**src/rtl/nabp_pkg.sv**
```systemverilog
// ============================================================================
// nabp_pkg -- types and constants shared by the NABP shifter and mapper.
// Revision: 1.0
// ============================================================================
`default_nettype none

package nabp_pkg;

  // Default projection-line index width; 9 bits covers lines of up to 511 shifts.
  localparam int unsigned C_LEN_W = 9;

  typedef enum logic [1:0] {
    SH_IDLE  = 2'd0,
    SH_KICK  = 2'd1,
    SH_SHIFT = 2'd2,
    SH_DONE  = 2'd3
  } shifter_state_e;

endpackage

`default_nettype wire

```
**src/rtl/nabp_shifter.sv**
```systemverilog
// ============================================================================
// nabp_shifter -- runs one line pass: kick pulse, LEN shift cycles, done pulse.
// Optional macro NABP_SHIFTER_STALL_EN lets pe_stall hold off shifting.
// Revision: 1.0
// ============================================================================
`default_nettype none

module nabp_shifter
  import nabp_pkg::*;
#(
  parameter int unsigned LEN_W = C_LEN_W
) (
  input  logic             clk,
  input  logic             reset_n,
  input  logic             sc_fire,
  input  logic [LEN_W-1:0] sc_len,
  input  logic             pe_stall,
  output logic             sc_ready,
  output logic             sh_kick,
  output logic             sh_shift_en,
  output logic             sh_done,
  output logic [LEN_W-1:0] sh_pos
);

  shifter_state_e   r_state;
  shifter_state_e   w_state_nxt;
  logic [LEN_W-1:0] r_len;
  logic [LEN_W-1:0] r_pos;
  logic             w_accept;
  logic             w_shift_en;
  logic             w_last_shift;

  assign w_accept = (r_state == SH_IDLE) && sc_fire;

`ifdef NABP_SHIFTER_STALL_EN
  assign w_shift_en = (r_state == SH_SHIFT) && !pe_stall;
`else
  logic w_unused_stall;
  assign w_unused_stall = pe_stall;
  assign w_shift_en     = (r_state == SH_SHIFT);
`endif

  // SHIFT is only entered with a non-zero length, so len-1 never underflows here.
  assign w_last_shift = w_shift_en && (r_pos == (r_len - LEN_W'(1)));

  always_ff @(posedge clk or negedge reset_n) begin
    if (!reset_n) begin
      r_state <= SH_IDLE;
      r_len   <= '0;
      r_pos   <= '0;
    end else begin
      r_state <= w_state_nxt;
      if (w_accept) begin
        r_len <= sc_len;
        r_pos <= '0;
      end else if (w_shift_en) begin
        r_pos <= r_pos + LEN_W'(1);
      end
    end
  end

  always_comb begin
    w_state_nxt = r_state;
    case (r_state)
      SH_IDLE:  if (sc_fire) w_state_nxt = SH_KICK;
      SH_KICK:  w_state_nxt = (r_len == '0) ? SH_DONE : SH_SHIFT;
      SH_SHIFT: if (w_last_shift) w_state_nxt = SH_DONE;
      SH_DONE:  w_state_nxt = SH_IDLE;
      default:  w_state_nxt = SH_IDLE;
    endcase
  end

  assign sc_ready    = (r_state == SH_IDLE);
  assign sh_kick     = (r_state == SH_KICK);
  assign sh_shift_en = w_shift_en;
  assign sh_done     = (r_state == SH_DONE);
  assign sh_pos      = r_pos;

endmodule

`default_nettype wire
```
**config.mk**
```make
export PLATFORM = sky130hd
export DESIGN_NAME = nabp_shifter
export DESIGN_NICKNAME = d
export VERILOG_FILES = /design/src/rtl/nabp_pkg.sv /design/src/rtl/nabp_shifter.sv
export SDC_FILE = /design/constraint.sdc
export NUM_CORES = 1
export LEC_CHECK = 0
export CORE_ASPECT_RATIO = 1.2
export CORE_MARGIN = 1.5
export CORE_UTILIZATION = 50
export DETAILED_ROUTE_END_ITERATION = 12
export PLACE_DENSITY = 0.78
export RECOVER_POWER = 100
export SYNTH_ARGS = -nofsm -noshare
export SYNTH_HDL_FRONTEND = slang
export SYNTH_SLANG_ARGS = --single-unit
```
**constraint.sdc**
```tcl
create_clock -name clk -period 2.5 [get_ports clk]
set_clock_uncertainty 0.1 [all_clocks]
set_input_delay 0.375 -clock clk [delete_from_list [all_inputs] [get_ports clk]]
set_output_delay 0.375 -clock clk [all_outputs]
set_load 0.05 [all_outputs]
```
==> results of run 1 <==
-- kinds of logic after synthesis --
group,synth area share
AO/OA/AOI/OAI,0.135
XOR/XNOR,0.0987
adder cells (fa/ha/maj),0.0664
buffers and inverters,0.0285
flip-flops,0.380
multiplexers,0.0664
AND/OR/NAND/NOR,0.226
-- cell type report --
type                    instances  area, um^2
well taps                      33        41.3
multi-input cells             106         781
repair buffers                 28         258
clock buffers                   3        22.5
flip-flops and latches         20         502
inverters                       7        26.3
clock inverters                 1        30.0
fillers                       216         867
-- sequential cells by signal (all words and copies together), names as in the netlist --
register  flops
r_len         9
r_state       2
sh_pos        9
-- per-layer routing --
layer,wire (um),GRT usage,vias up
met3,74,0.0354,5
met2,1480,0.406,18
met4,45,0.0754,0
li1,-,-,543
met5,0,0,-
met1,1300,0.250,526
-- worst min-delay path by stage --
stage,from,endpoint,depth (start not counted)
2_1_floorplan,reset_n,r_len[0]$_DFFE_PN0P_,0
3_3_place_gp,r_len[6]$_DFFE_PN0P_,r_len[6]$_DFFE_PN0P_,1
3_5_place_dp,r_len[6]$_DFFE_PN0P_,r_len[6]$_DFFE_PN0P_,1
4_1_cts,reset_n,r_len[1]$_DFFE_PN0P_,2
5_1_grt,sc_len[1],r_len[1]$_DFFE_PN0P_,3
6_report,sc_len[0],r_len[0]$_DFFE_PN0P_,3
-- power groups by stage --
stage | Combinational [mW] | Clock, mW | Sequential, mW
after global routing | 1.28 | 0.286 | 0.657
after floorplan | 0.830 | 0 | 0.681
after detailed placement | 1.21 | 0 | 0.632
final | 1.18 | 0.271 | 0.631
after global placement | 1.16 | 0 | 0.623
after CTS | 1.21 | 0.273 | 0.629
-- tightest hold or removal path: stages --
cell and delay [ns]:
clkdlybuf4s50_1 0.40, nand2_1 0.05, o21ai_0 0.07
-- synth_stat cells (all sizes together) (2+ instances only) --
cell type,count,area share
a211oi,4,0.023
nor2,9,0.026
clkbuf,3,0.0085
mux2,6,0.051
dfrtp,20,0.38
inv,7,0.020
ha,7,0.066
and3,3,0.014
nand2b,4,0.019
nor3,6,0.027
xnor2,7,0.046
xor2,7,0.052
o21ai,8,0.030
nor3b,2,0.011
nor4,3,0.019
nand4,2,0.0095
mux2i,2,0.015
and2,2,0.010
or3,3,0.018
nand2,12,0.034
a21oi,4,0.015
-- stage by stage --
stage	total power, mW	util
3_3_place_gp	1.78	0.640
2_1_floorplan	1.51	-
4_1_cts	2.12	0.660
6_report	2.09	0.657
5_1_grt	2.23	0.657
3_5_place_dp	1.84	0.640
==> flow_metrics.env, run 1 <==
export IMPL_worst_setup_path_type="register to output pin"
export IMPL_layout_common_cells="dfrtp_1 (19), nand2_1 (12), dlygate4sd3_1 (12), clkdlybuf4s50_1 (11), nor2_1 (9)"
export IMPL_avgSynthCellArea_um2=9.70
export IMPL_setup_worst_path_start="r_state[0]$_DFFE_PN0P_"
export IMPL_setup_viol=0
export IMPL_worst_pin_slew_ns=1.10
export IMPL_clockBufferDepth=2
export IMPL_dp_cells=194
export IMPL_critPathRequiredTime_ns=2.03
export IMPL_vdd_drop_max_v=0.000751
export IMPL_cts_hold_buffers_added=0
export IMPL_drtPass1Iterations=4
export IMPL_yosysSeqAreaShare=0.380
export IMPL_path_buf_inv=2
export IMPL_ys_seq_elements=20
export IMPL_critPathTopFamily="buffers and inverters"
export IMPL_drive_above_1_share=0.133
export IMPL_max_freq_mhz=415
export IMPL_rr_endpoint="r_state[1]$_DFFE_PN0P_"
export IMPL_root_buffer="clkbuf_4"
export IMPL_critical_path_depth=3
export IMPL_cts_made_buffers=3
export IMPL_drv_slew=0
export IMPL_finalHoldViolCount=0
export IMPL_n_antenna_cell=0
export IMPL_cp_max_fo=4
export IMPL_syn_to_final_growth_pct=25.9
export IMPL_ff2ff_path_depth=8
export IMPL_hpwl_um=2130
export IMPL_cts_resized=0
export IMPL_netSwitchingPower_mw=0.962
export IMPL_post_cts_buffers=0
export IMPL_start_util=0.522
export IMPL_fin_cells=198
export IMPL_r2r_start="r_len[1]$_DFFE_PN0P_"
export IMPL_die_area_um2=2960
export IMPL_outcome="finished clean"
export IMPL_syn_inst=136
export IMPL_final_antenna_net_count=0
export IMPL_die_h_um=59.3
export IMPL_max_slew_margin_rel=0.266
export IMPL_clkLatencyLatePin_ns=0.32
export IMPL_grt_usage=0.217
export IMPL_cts_tree="built"
export IMPL_ys_async_sr_fraction=1.00
export IMPL_num_rows=20
export IMPL_netlist_area_um2=1320
export IMPL_rsz0062_at_grt="false"
export IMPL_synth_edf_count=0
export IMPL_critPathArrivalTime_ns=1.93
export IMPL_path_clk_slew_ns=0.12
export IMPL_wl_per_cell_um=14.6
export IMPL_fin_hold_ws_ns=0.503
export IMPL_startpoint_type="register"
export IMPL_final_common_cell="dfrtp_1"
export IMPL_fp_dieW_um=49.9
export IMPL_seq_power_share=0.302
export IMPL_htree_levels=1
export IMPL_post_route_period_util=0.964
export IMPL_cts_sinks=20
export IMPL_synth_distinct_cells=41
export IMPL_worst_slack_ns=0.0906
export IMPL_hold_class="primary input to register"
export IMPL_switching_share=0.461
export IMPL_power_frac_comb=0.568
export IMPL_synthFlopType="dfrtp_1"
export IMPL_power_density_nw_per_um2=1260
export IMPL_grt_pass1_vias=1125
export IMPL_p_leak_nw=0.721
export IMPL_grt_max_degree=23
export IMPL_finalSetupTns_ns=0
export IMPL_gr_total_overflow=0
export IMPL_slowest_delay_ns=0.82
export IMPL_drcViolationCount=0
export IMPL_place_port_buffers=24
export IMPL_maxCapViolCount=0
export IMPL_wl_um=2900
export IMPL_place_congestion=0.845
export IMPL_final_area_um2=1660
export IMPL_internal_power_mw=1.12
export IMPL_fin_nets=186
export IMPL_synthesis_nets=156
export IMPL_cp_cell_sequence="inv_1 -> ha_1 -> clkdlybuf4s50_1"
export IMPL_crit_end="sc_ready"
export IMPL_place_area_um2=1620
export IMPL_fin_crit_ns=2.41
export IMPL_viasPerCell=5.52
export IMPL_num_io_pins=26
export IMPL_pre_cts_slack_ns=0.0916
export IMPL_cp_slowest_cell="clkdlybuf4s50_1"
export IMPL_antenna_found_initial=0
export IMPL_core_region_area_um2=2530
export IMPL_power_frac_clock=0.130
export IMPL_vias=1092
export IMPL_r2r_slack_ns=0.13
export IMPL_grt_first_pass_wirelength_um=4820
export IMPL_drt_iter0_markers=14
export IMPL_worstSetupEndpointType="output pin"
export IMPL_yosys_warnings=0
(Power assumes the default switching activity.)
==> run 2: changes to the inputs <==
--- a/config.mk
+++ b/config.mk
@@ -5,11 +5,15 @@
 export SDC_FILE = /design/constraint.sdc
 export NUM_CORES = 1
 export LEC_CHECK = 0
+export ABC_CLOCK_PERIOD_IN_PS = 2500
+export CELL_PAD_IN_SITES_DETAIL_PLACEMENT = 1
+export CELL_PAD_IN_SITES_GLOBAL_PLACEMENT = 1
 export CORE_ASPECT_RATIO = 1.2
 export CORE_MARGIN = 1.5
-export CORE_UTILIZATION = 50
+export CORE_UTILIZATION = 39
 export DETAILED_ROUTE_END_ITERATION = 12
-export PLACE_DENSITY = 0.78
+export GPL_TIMING_DRIVEN = 0
+export PLACE_DENSITY_LB_ADDON = 0.1
 export RECOVER_POWER = 100
 export SYNTH_ARGS = -nofsm -noshare
 export SYNTH_HDL_FRONTEND = slang
==> flow_metrics.env, run 2 (same netlist as run 1, synthesis figures left out) <==
export IMPL_outcome="finished clean"
export IMPL_drt_iter0_markers=11
export IMPL_fin_nets=185
export IMPL_ff2ff_path_depth=5
export IMPL_final_common_cell="dfrtp_1"
export IMPL_max_freq_mhz=423
export IMPL_dp_cells=196
export IMPL_drv_slew=0
export IMPL_r2r_slack_ns=0.13
export IMPL_power_density_nw_per_um2=1210
export IMPL_gr_total_overflow=0
export IMPL_drtPass1Iterations=2
export IMPL_setup_worst_path_start="r_len[3]$_DFFE_PN0P_"
export IMPL_r2r_start="r_len[3]$_DFFE_PN0P_"
export IMPL_vdd_drop_max_v=0.000712
export IMPL_worstSetupEndpointType="register"
export IMPL_vias=1140
export IMPL_hold_class="primary input to register"
export IMPL_fin_cells=199
export IMPL_num_io_pins=26
export IMPL_cts_tree="built"
export IMPL_grt_max_degree=21
export IMPL_fin_crit_ns=2.37
export IMPL_drcViolationCount=0
export IMPL_grt_usage=0.197
export IMPL_antenna_found_initial=0
export IMPL_die_area_um2=3740
export IMPL_startpoint_type="register"
export IMPL_max_slew_margin_rel=0.372
export IMPL_path_clk_slew_ns=0.12
export IMPL_start_util=0.420
export IMPL_wl_um=3240
export IMPL_critical_path_depth=5
export IMPL_maxCapViolCount=0
export IMPL_cp_max_fo=8
export IMPL_fin_total_pwr_mw=1.97
export IMPL_finalHoldViolCount=0
export IMPL_layout_common_cells="dfrtp_1 (19), nand2_1 (12), clkdlybuf4s50_1 (12), dlygate4sd3_1 (11), nor2_1 (9)"
export IMPL_post_cts_buffers=0
export IMPL_cp_cell_sequence="or4_4 -> nor3_1 -> a21boi_4 -> a221o_1 -> a211o_1"
export IMPL_viasPerCell=5.73
export IMPL_clockBufferDepth=2
export IMPL_rr_endpoint="r_state[1]$_DFFE_PN0P_"
export IMPL_path_buf_inv=0
export IMPL_setup_viol=0
export IMPL_htree_levels=1
export IMPL_critPathArrivalTime_ns=2.47
export IMPL_drive_above_1_share=0.123
export IMPL_place_congestion=0.742
export IMPL_cts_made_buffers=3
export IMPL_final_util=0.520
export IMPL_grt_pass1_vias=1251
export IMPL_hpwl_um=2490
export IMPL_syn_to_final_growth_pct=23.7
export IMPL_clkLatencyLatePin_ns=0.31
export IMPL_grt_first_pass_wirelength_um=5780
export IMPL_root_buffer="clkbuf_4"
export IMPL_critPathRequiredTime_ns=2.60
export IMPL_worst_pin_slew_ns=0.939
export IMPL_rsz0062_at_grt="false"
export IMPL_cts_sinks=20
export IMPL_final_antenna_net_count=0
export IMPL_worst_setup_path_type="register to register"
export IMPL_num_rows=22
export IMPL_die_h_um=66.7
export IMPL_fp_dieW_um=56.1
export IMPL_crit_end="r_state[1]$_DFFE_PN0P_"
export IMPL_place_port_buffers=24
export IMPL_post_route_period_util=0.946
export IMPL_slowest_delay_ns=0.57
export IMPL_critPathTopFamily="simple AND/OR/NAND/NOR gates"
export IMPL_cp_slowest_cell="or4_4"
export IMPL_wl_per_cell_um=16.3
export IMPL_p_leak_nw=0.697
export IMPL_n_antenna_cell=0
export IMPL_core_region_area_um2=3140
## run 2: worst min path at each step
| stage | from | to | depth (start not counted) | slack, ns |
|---|---|---|---|---|
| 2_1_floorplan | reset_n | r_len[0]$_DFFE_PN0P_ | 0 | -0.02 |
| 3_3_place_gp | r_len[7]$_DFFE_PN0P_ | r_len[7]$_DFFE_PN0P_ | 1 | 0.49 |
| 3_5_place_dp | r_len[8]$_DFFE_PN0P_ | r_len[8]$_DFFE_PN0P_ | 1 | 0.49 |
| 4_1_cts | reset_n | r_len[0]$_DFFE_PN0P_ | 1 | 0.51 |
| 5_1_grt | sc_len[1] | r_len[1]$_DFFE_PN0P_ | 3 | 0.54 |
| 6_report | sc_len[1] | r_len[1]$_DFFE_PN0P_ | 3 | 0.52 |
## run 2: report_power, final
part / leakage (nW) / internal, mW / switching [mW]
registers: 0.252 / 0.444 / 0.208
clock network: 0.0138 / 0.0563 / 0.103
logic: 0.431 / 0.507 / 0.656
total: 0.697 / 1.01 / 0.967
## run 2: timing repair
| action | CTS | global route |
|---|---|---|
| hold buffers | 0 | 0 |
| setup endpoints to repair | 1 | 3 |
| resized for setup | 1 | 3 |
## run 2: tightest hold or removal path, cell delays in order
cell and delay [ns]:
clkdlybuf4s50_1 0.39, nand2_1 0.05, o21ai_0 0.07
## run 2: metrics by stage
| step | TNS [ns] | setup slack (ns) | hold slack, ns | area, um^2 |
|---|---|---|---|---|
| after floorplan | 0 | 0.133 | -0.0206 | 1320 |
| after global placement | 0 | 0.0794 | 0.491 | 1600 |
| after detailed placement | -0.0308 | -0.0308 | 0.493 | 1600 |
| after CTS | 0 | 0.0683 | 0.510 | 1630 |
| after global routing | 0 | 0.0221 | 0.541 | 1630 |
| final | 0 | 0.134 | 0.520 | 1630 |
## run 2: metal layers
metal,global-route usage,vias up,share of wire
li1,-,538,-
met1,0.222,577,0.43
met2,0.376,20,0.53
met3,0.0252,5,0.026
met4,0.0744,0,0.013
met5,0,-,0
## run 2: layout make-up
class | instances | area, um^2
fillers | 373 | 1510
multi-input cells | 106 | 791
flip-flops and latches | 20 | 502
repair buffers | 24 | 234
well taps | 36 | 45.0
inverters | 7 | 26.3
clock buffers | 3 | 22.5
plain buffers | 3 | 11.3
==> run 3: changes to the inputs <==
--- a/config.mk
+++ b/config.mk
@@ -15,6 +15,7 @@
 export GPL_TIMING_DRIVEN = 0
 export PLACE_DENSITY_LB_ADDON = 0.1
 export RECOVER_POWER = 100
+export SLEW_MARGIN = 10
 export SYNTH_ARGS = -nofsm -noshare
 export SYNTH_HDL_FRONTEND = slang
 export SYNTH_SLANG_ARGS = --single-unit
==> results of run 3 <==
Final layout, timing and power as in run 2 (identical DEF).
